<file path="src/rtl/noc_ni_inject_eject.sv">
// noc_ni_inject_eject
//   Network interface between a processing element (PE) and its mesh router
//   port.
//   Injection: PE payload + destination are formatted into single-flit
//   packets and queued in a FifoDepth-entry FIFO toward the router.
//   Ejection: router flits are checked against this node's address. Matching
//   flits are presented to the PE through a one-entry skid register. All
//   other flits are dropped and counted.
//
// Flit format (39 bits):
//   [38] valid marker (1), [37] tail (1), [36:33] dest, [32] 0, [31:0] payload
//
// Ports:
//   clk, rst                    single clock, asynchronous active-low reset
//   pe_tx_data/dest/valid/ready PE -> NI injection handshake
//   o_data/o_data_valid         NI -> router flit, i_data_ready router accept
//   i_data/i_data_valid         router -> NI flit, o_data_ready NI accept
//   pe_rx_data/valid/ready      NI -> PE ejection handshake
//   tx_count, rx_count          packets delivered to router / PE (wrapping)
//   err_count                   misrouted or invalid flits dropped (saturating)
//
// Optional build macro NOC_NI_TIMESTAMP_EN:
//   Replaces the injected payload with a free-running cycle count and adds
//   output pe_rx_latency, which is the ejection cycle minus the flit
//   timestamp.

module noc_ni_inject_eject #(
  parameter int unsigned address      = 0,
  parameter int unsigned AddressWidth = 4,
  parameter int unsigned FifoDepth    = 4
) (
  input  logic                    clk,
  input  logic                    rst,
  input  logic [31:0]             pe_tx_data,
  input  logic [AddressWidth-1:0] pe_tx_dest,
  input  logic                    pe_tx_valid,
  output logic                    pe_tx_ready,
  output logic [38:0]             o_data,
  output logic                    o_data_valid,
  input  logic                    i_data_ready,
  input  logic [38:0]             i_data,
  input  logic                    i_data_valid,
  output logic                    o_data_ready,
  output logic [31:0]             pe_rx_data,
  output logic                    pe_rx_valid,
  input  logic                    pe_rx_ready,
  output logic [31:0]             tx_count,
  output logic [31:0]             rx_count,
`ifdef NOC_NI_TIMESTAMP_EN
  output logic [31:0]             pe_rx_latency,
`endif
  output logic [15:0]             err_count
);

  localparam int unsigned PtrW = $clog2(FifoDepth);
  localparam int unsigned CntW = PtrW + 1;
  localparam logic [AddressWidth-1:0] NodeId   = AddressWidth'(address);
  localparam logic [CntW-1:0]         FullCount = CntW'(FifoDepth);

  // ---------------------------------------------------------------------------
  // Payload source
  // ---------------------------------------------------------------------------
  logic [31:0] tx_payload;

`ifdef NOC_NI_TIMESTAMP_EN
  logic [31:0] cycle_cnt;
  logic        unused_bits;

  always_ff @(posedge clk or negedge rst) begin
    if (!rst) cycle_cnt <= '0;
    else      cycle_cnt <= cycle_cnt + 32'd1;
  end

  assign tx_payload  = cycle_cnt;
  assign unused_bits = ^{i_data[37], i_data[32], pe_tx_data};
`else
  logic unused_bits;

  assign tx_payload  = pe_tx_data;
  assign unused_bits = ^{i_data[37], i_data[32]};
`endif

  // ---------------------------------------------------------------------------
  // Injection FIFO
  // ---------------------------------------------------------------------------
  logic [38:0]     mem [FifoDepth];
  logic [PtrW-1:0] head;
  logic [PtrW-1:0] tail;
  logic [CntW-1:0] count;
  logic            push;
  logic            pop;

  // Ready uses only the stored occupancy. A full FIFO stays not-ready even
  // when a pop is pending, so the path from the router's ready to the PE's
  // ready is not combinational.
  assign pe_tx_ready  = rst && (count != FullCount);
  assign o_data_valid = (count != '0);
  assign o_data       = mem[head];
  assign push         = pe_tx_valid && pe_tx_ready;
  assign pop          = o_data_valid && i_data_ready;

  always_ff @(posedge clk or negedge rst) begin
    if (!rst) begin
      // NOTE: the storage array is reset on purpose. o_data is read straight
      // from the head entry, so it is defined (zero) out of reset and never
      // shows stale flits from before a reset.
      for (int i = 0; i < int'(FifoDepth); i++) mem[i] <= '0;
      head     <= '0;
      tail     <= '0;
      count    <= '0;
      tx_count <= '0;
    end else begin
      // NOTE: all state updates use non-blocking assignments, so every
      // process sees the pre-edge value regardless of evaluation order.
      if (push) begin
        mem[tail] <= {2'b11, pe_tx_dest, 1'b0, tx_payload};
        tail      <= tail + PtrW'(1);
      end
      if (pop) begin
        head     <= head + PtrW'(1);
        tx_count <= tx_count + 32'd1;
      end
      case ({push, pop})
        2'b10:   count <= count + CntW'(1);
        2'b01:   count <= count - CntW'(1);
        default: count <= count;
      endcase
    end
  end

  // ---------------------------------------------------------------------------
  // Ejection skid register
  // ---------------------------------------------------------------------------
  logic accept;
  logic dest_hit;
  logic rx_xfer;

  assign o_data_ready = rst && (!pe_rx_valid || pe_rx_ready);
  assign accept       = i_data_valid && o_data_ready;
  assign dest_hit     = i_data[38] && (i_data[36:33] == NodeId);
  assign rx_xfer      = pe_rx_valid && pe_rx_ready;

  always_ff @(posedge clk or negedge rst) begin
    if (!rst) begin
      pe_rx_valid   <= 1'b0;
      pe_rx_data    <= '0;
      rx_count      <= '0;
      err_count     <= '0;
`ifdef NOC_NI_TIMESTAMP_EN
      pe_rx_latency <= '0;
`endif
    end else begin
      // A new matching flit refills the skid in the same cycle that the PE
      // drains it, which sustains one packet per cycle.
      if (accept && dest_hit) begin
        pe_rx_valid   <= 1'b1;
        pe_rx_data    <= i_data[31:0];
`ifdef NOC_NI_TIMESTAMP_EN
        pe_rx_latency <= cycle_cnt - i_data[31:0];
`endif
      end else if (rx_xfer) begin
        pe_rx_valid <= 1'b0;
      end
      if (accept && !dest_hit && (err_count != 16'hFFFF))
        err_count <= err_count + 16'd1;
      if (rx_xfer)
        rx_count <= rx_count + 32'd1;
    end
  end

endmodule

</file>
<file path="config.mk">
export PLATFORM = sky130hd
export DESIGN_NAME = noc_ni_inject_eject
export DESIGN_NICKNAME = d
export VERILOG_FILES = /design/src/rtl/noc_ni_inject_eject.sv
export SDC_FILE = /design/constraint.sdc
export NUM_CORES = 1
export LEC_CHECK = 0
export ABC_CLOCK_PERIOD_IN_PS = 3400
export CAP_MARGIN = 15
export CORE_ASPECT_RATIO = 0.6
export CORE_MARGIN = 4
export CORE_UTILIZATION = 56
export DETAILED_ROUTE_END_ITERATION = 16
export GPL_TIMING_DRIVEN = 0
export HOLD_SLACK_MARGIN = 0.03
export PLACE_DENSITY = 0.83
export SETUP_SLACK_MARGIN = 0.15
export SLEW_MARGIN = 30
export SYNTH_ARGS = -nofsm -noshare
export SYNTH_HDL_FRONTEND = slang
export SYNTH_SLANG_ARGS = --single-unit
</file>
<file path="constraint.sdc">
create_clock -name clk -period 3.4 [get_ports clk]
set_clock_uncertainty 0.15 [all_clocks]
set_input_delay 0.51 -clock clk [delete_from_list [all_inputs] [get_ports clk]]
set_output_delay 0.51 -clock clk [all_outputs]
set_load 0.02 [all_outputs]
</file>
Word-level counts from Yosys, hierarchy flattened:

Cells that the tools add are included.

* bits in registers: 276
* bits in latches: 0
* bits in writable memories: 0
* ROM bits: 0
* output and inout bits: 155
* memories kept: 0

* add/subtract/negate cells: 7
* multipliers: 0
* div/mod/pow operators: 0
* order comparisons: 3
* eq/ne operators: 4
* shift-type cells: 0
* multiplexer cells: 9
* bitwise operators: 2
* reductions and logical operators: 18

Operator list (number)
* $bwmux 156: 1
* $mux 39: 3
* $bmux 39 s2: 1
* $demux 39 s2: 1
* $add 32x1->32 const B: 2
* $add 16x1->16 const B: 1
* $ne 16x16->1 const B: 1
* $logic_and 1x1->1: 11
* $ge 3x3->1 const B: 2
* $not 2->3: 2
* $pmux 3 s2: 1
* $add 2x1->2 const B: 2
* $logic_not 4->1: 1
* $reduce_bool 2->1: 2
* $add 3x1->3 const B: 1
* $lt 3x1->1 const B: 1
* $ne 3x3->1 const B: 1
* $reduce_bool 3->1: 1
* $sub 3x1->3 const B: 1
* $eq 2x1->1 const B: 1
* $eq 2x2->1 const B: 1
* $logic_not 1->1: 2
* $mux 1: 2
* $logic_or 1x1->1: 1

Logic depth before layout (Yosys ltp):

* word-level depth: 6
* mapped depth: 11
* mapped depth without buffers: 10

Least setup slack after synthesis:

Ideal clock, no wire load.

* path kind: register to output
* start point: register head[0]
* end point: output o_data[38]
* arrival: 1.737 ns
* required time: 2.740 ns
* slack: 1.003 ns
* stages on the path, launching flop included: 5
* buffers on the path: 3
* cell sequence: dfrtp_1 -> buf_2 -> buf_2 -> mux4_2 -> buf_4

* cells in the longest elaborated chain, start to end: 4

Ends and longest elaborated chain
* start, declared: line 87 `logic [PtrW-1:0] head;`
* start signal, assigned: line 120 `head <= head + PtrW'(1);`
* $not 2->3 (not written as such): line 98 `assign o_data = mem[head];`
* $bmux 39 s2: line 98
* $mux 39 (not written as such) (2 in series): line 98
* end, declared: line 38 `output logic [38:0] o_data,`

Every way passes these cells. The select of a mux whose other input is x is not followed.

Final worst setup path:

* start point: register head[0]
* end point: output o_data[22]

The elaborated chain is that of the path after synthesis.

==> key figures <==
Run status
  – Status: completed

Finish
  – Fin nets: 1,143
  – Fin util: 75.5%
  – Area Overhead vs Synth: 31.5%
  – Leading cell types in the layout, fill and taps excluded: 268 x dfrtp_1, 230 x clkdlybuf4s50_1, 169 x mux2_2
  – Fillers: between 1,000 and 1,500
  – Final Cell Area: 15,200 µm²
  – Most common cell after layout, fill and taps aside: dfrtp_1
  – Layout Cells excl Fill: between 1,000 and 1,500
  – Layout cells sized above 1: a little over a quarter
  – Ant diodes: 0

STA
  – Clock period minus worst slack: 3.15 ns
  – Final worst-path cycle share: 92.7%
  – Hold Vio Cnt, Final: 0
  – Final worst slack: 0.249 ns
  – Fin Setup TNS: 0 ns
  – Unrepaired setup endpoints after global routing: false
  – Setup-failing EPs final: 0
  – Worst-Margin Slew: 0.673 ns
  – Max Transition Viols Final: 0
  – Slew headroom: 55.0%
  – Fmax: ~320 MHz
  – Final hold slack: 0.312 ns

Flow run
  – Max Cap Viol: 0

Critical path
  – Crit. End Element: output port
  – CP required: between 2 and 3 ns
  – Setup CP Type: reg -> out
  – Crit Path Max Fanout: 10
  – Worst Path Arrival: ~2.5 ns
  – Startpoint Class: flip-flop

Synth
  – Yosys cell types: 44
  – Primary FF master, synth: dfrtp_1
  – Top cells by area, synth: dfrtp_1 58%, mux2_2 16%, mux4_2 7.2%
  – Mapped Nets: just under 900
  – Area leader, netlist: dfrtp_1
  – Post-synth EDFFs: 0
  – Cells after Synth: 784
  – Seq/Total Area, Yosys: 57.9%
  – Mapped Area: 11,600 µm²
  – Syn_area_per_cell: 14.8 µm²
  – Asr flop ratio synth: 100%
  – Synthesized flop and latch total: 268
  – Top-area cell type share of the netlist area: 57.9%
  – Synth warn: 0

Die
  – Core Area: just over 20,000 µm²
  – Area of the die: 23,100 µm²
  – Initial Util: 57.4%
  – Die X: 194 µm
  – Top-level I/O count: about 240
  – Die Height: roughly 120 µm
  – Site Rows: 40

Clock network
  – CTS Buf Count: 25
  – Clock Tree Root: clkbuf_16
  – Longest Clk Path Bufs: 3
  – H-tree Lvls: 1
  – Clock latency on the worst-skew pair: 0.51 ns
  – CTS Sinks: 268
  – Clock transition at path regs: 0.06 ns
  – Post-CTS setup buffer count: 0
  – CTS tree: done

Power
  – PD cells: 804 nW/µm²
  – Net Sw Frac: about a third
  – Sequential share of power: 39.6%
  – Tot Pwr: around 12 mW
  – Pint: 8.39 mW
  – Worst VDD drop: 0.651 mV
  – P_sw: 3.85 mW
  – Clock network power share: between 20 and 25%
  – Logic pwr share: 38.9%
  – Leak Pwr: roughly 6.6 nW

Placement
  – Port bufs: 232
  – Final GP Congestion: 0.831
  – Setup WS pre-CTS: 0.255 ns
  – DP HPWL: 18,600 µm
  – DP Cell Count: 1,292
  – DP Area: 14,300 µm²

Global route
  – Vias in the first global route: 7,995
  – Gr usage total: 23.5%
  – Largest net degree at the start of global routing: 86
  – First-pass GRT wire length: 44,000 µm
  – Initial antenna violation count: 1
  – Total grt overflow: 0

Route
  – DRT Wirelength: 27,100 µm
  – First-pass detailed-route iteration total: 4
  – Via count: 7,333
  – Vias/cell: 5.47
  – Post-route ant nets: 0
  – # DRC: 0
  – Iter 0 DRT Violations: 313
  – Avg WL per Cell: between 20 and 25 µm

Worst hold path
  – Worst Hold Class: reg -> reg
-- worst paths after layout --
kind | startpoint | endpoint | slack [ns] | cells after the start
setup / recovery | head[0] | o_data[22] | 0.25 | 3
hold / removal | mem[37] | mem[37] | 0.31 | 1
setup reg to reg | count[0] | count[2] | 1.02 | 8
hold reg to reg | mem[37] | mem[37] | 0.31 | 1
max in group asynchronous | rst | tx_count[30] | 1.57 | 5
min in group asynchronous | rst | mem[49] | 0.49 | 3
-- sequential cells by signal, indices dropped and copies added, names as in the netlist, 2 cells and up --
register and count:
rx_count 32, tail 2, head 2, mem 148, tx_count 32, pe_rx_data 32
count 3, err_count 16
-- routing by layer --
| metal | GRT usage (%) | vias up | wire [µm] |
|---|---|---|---|
| met5 | 0 | - | 13 |
| met2 | 36.4 | 205 | 12300 |
| met3 | 7.55 | 37 | 2200 |
| met1 | 33.6 | 3740 | 12100 |
| met4 | 4.24 | 2 | 416 |
| li1 | - | 3349 | - |
-- power groups by stage --
stage / Sequential [mW] / Combinational, mW / Clock (mW)
3_5_place_dp: 4.86 / 4.75 / 0
4_1_cts: 4.83 / 4.82 / 2.68
5_1_grt: 4.97 / 5.07 / 2.84
3_3_place_gp: 4.83 / 4.63 / 0
2_1_floorplan: 4.83 / 2.84 / 0
6_report: 4.85 / 4.76 / 2.63
-- area by class of cell --
cell class	count	area [µm²]	share of cell area, %
Buffer	28	164	1.08
Clock buffer	39	738	4.85
Clock inverter	3	15.0	0.0986
Inverter	12	45.0	0.296
Multi-Input combinational cell	476	4680	30.7
Sequential cell	268	6710	44.1
Tap cell	273	342	2.24
Timing Repair Buffer	242	2530	16.6
-- cells in the mapped netlist (2+ instances only) --
cell type,count
nand2b_1,6
clkbuf_1,7
nor4_4,3
and4_1,6
and3_1,8
nor4_1,3
buf_1,2
or4_1,2
dfrtp_1,268
xnor2_1,58
nand3_1,25
nor3_1,7
nand4_1,21
and2_1,5
nand2_1,41
buf_4,3
xor2_1,24
nand2_2,4
buf_2,15
ha_1,8
nor2_1,21
mux2_2,169
inv_1,12
mux2_1,10
mux4_2,37
-- critical path, stage by stage (launching register included) --
cell and delay, ns:
dfrtp_1 0.42, buf_2 0.39, mux4_2 0.61, clkdlybuf4s50_1 0.56
-- logic make-up (layout without fill, tap and decap cells) --
family	after synthesis	count (layout)	synth area share (%)
buffers and inverters	40	324	1.62
AO/OA/AOI/OAI	4	4	0.389
XOR/XNOR	82	82	6.21
multiplexers	217	217	24.7
other	1	1	0.0324
AND/OR/NAND/NOR	163	163	8.06
flip-flops	268	268	57.9
adder cells (fa/ha/maj)	9	9	1.04
-- timing repair --
action	in CTS	in global routing
hold buffers	7	0
endpoints found under the setup margin	29	12
gates resized for setup	11	2
endpoints found under the hold margin	33	0
No activity file was read; power rests on OpenSTA's default activity.
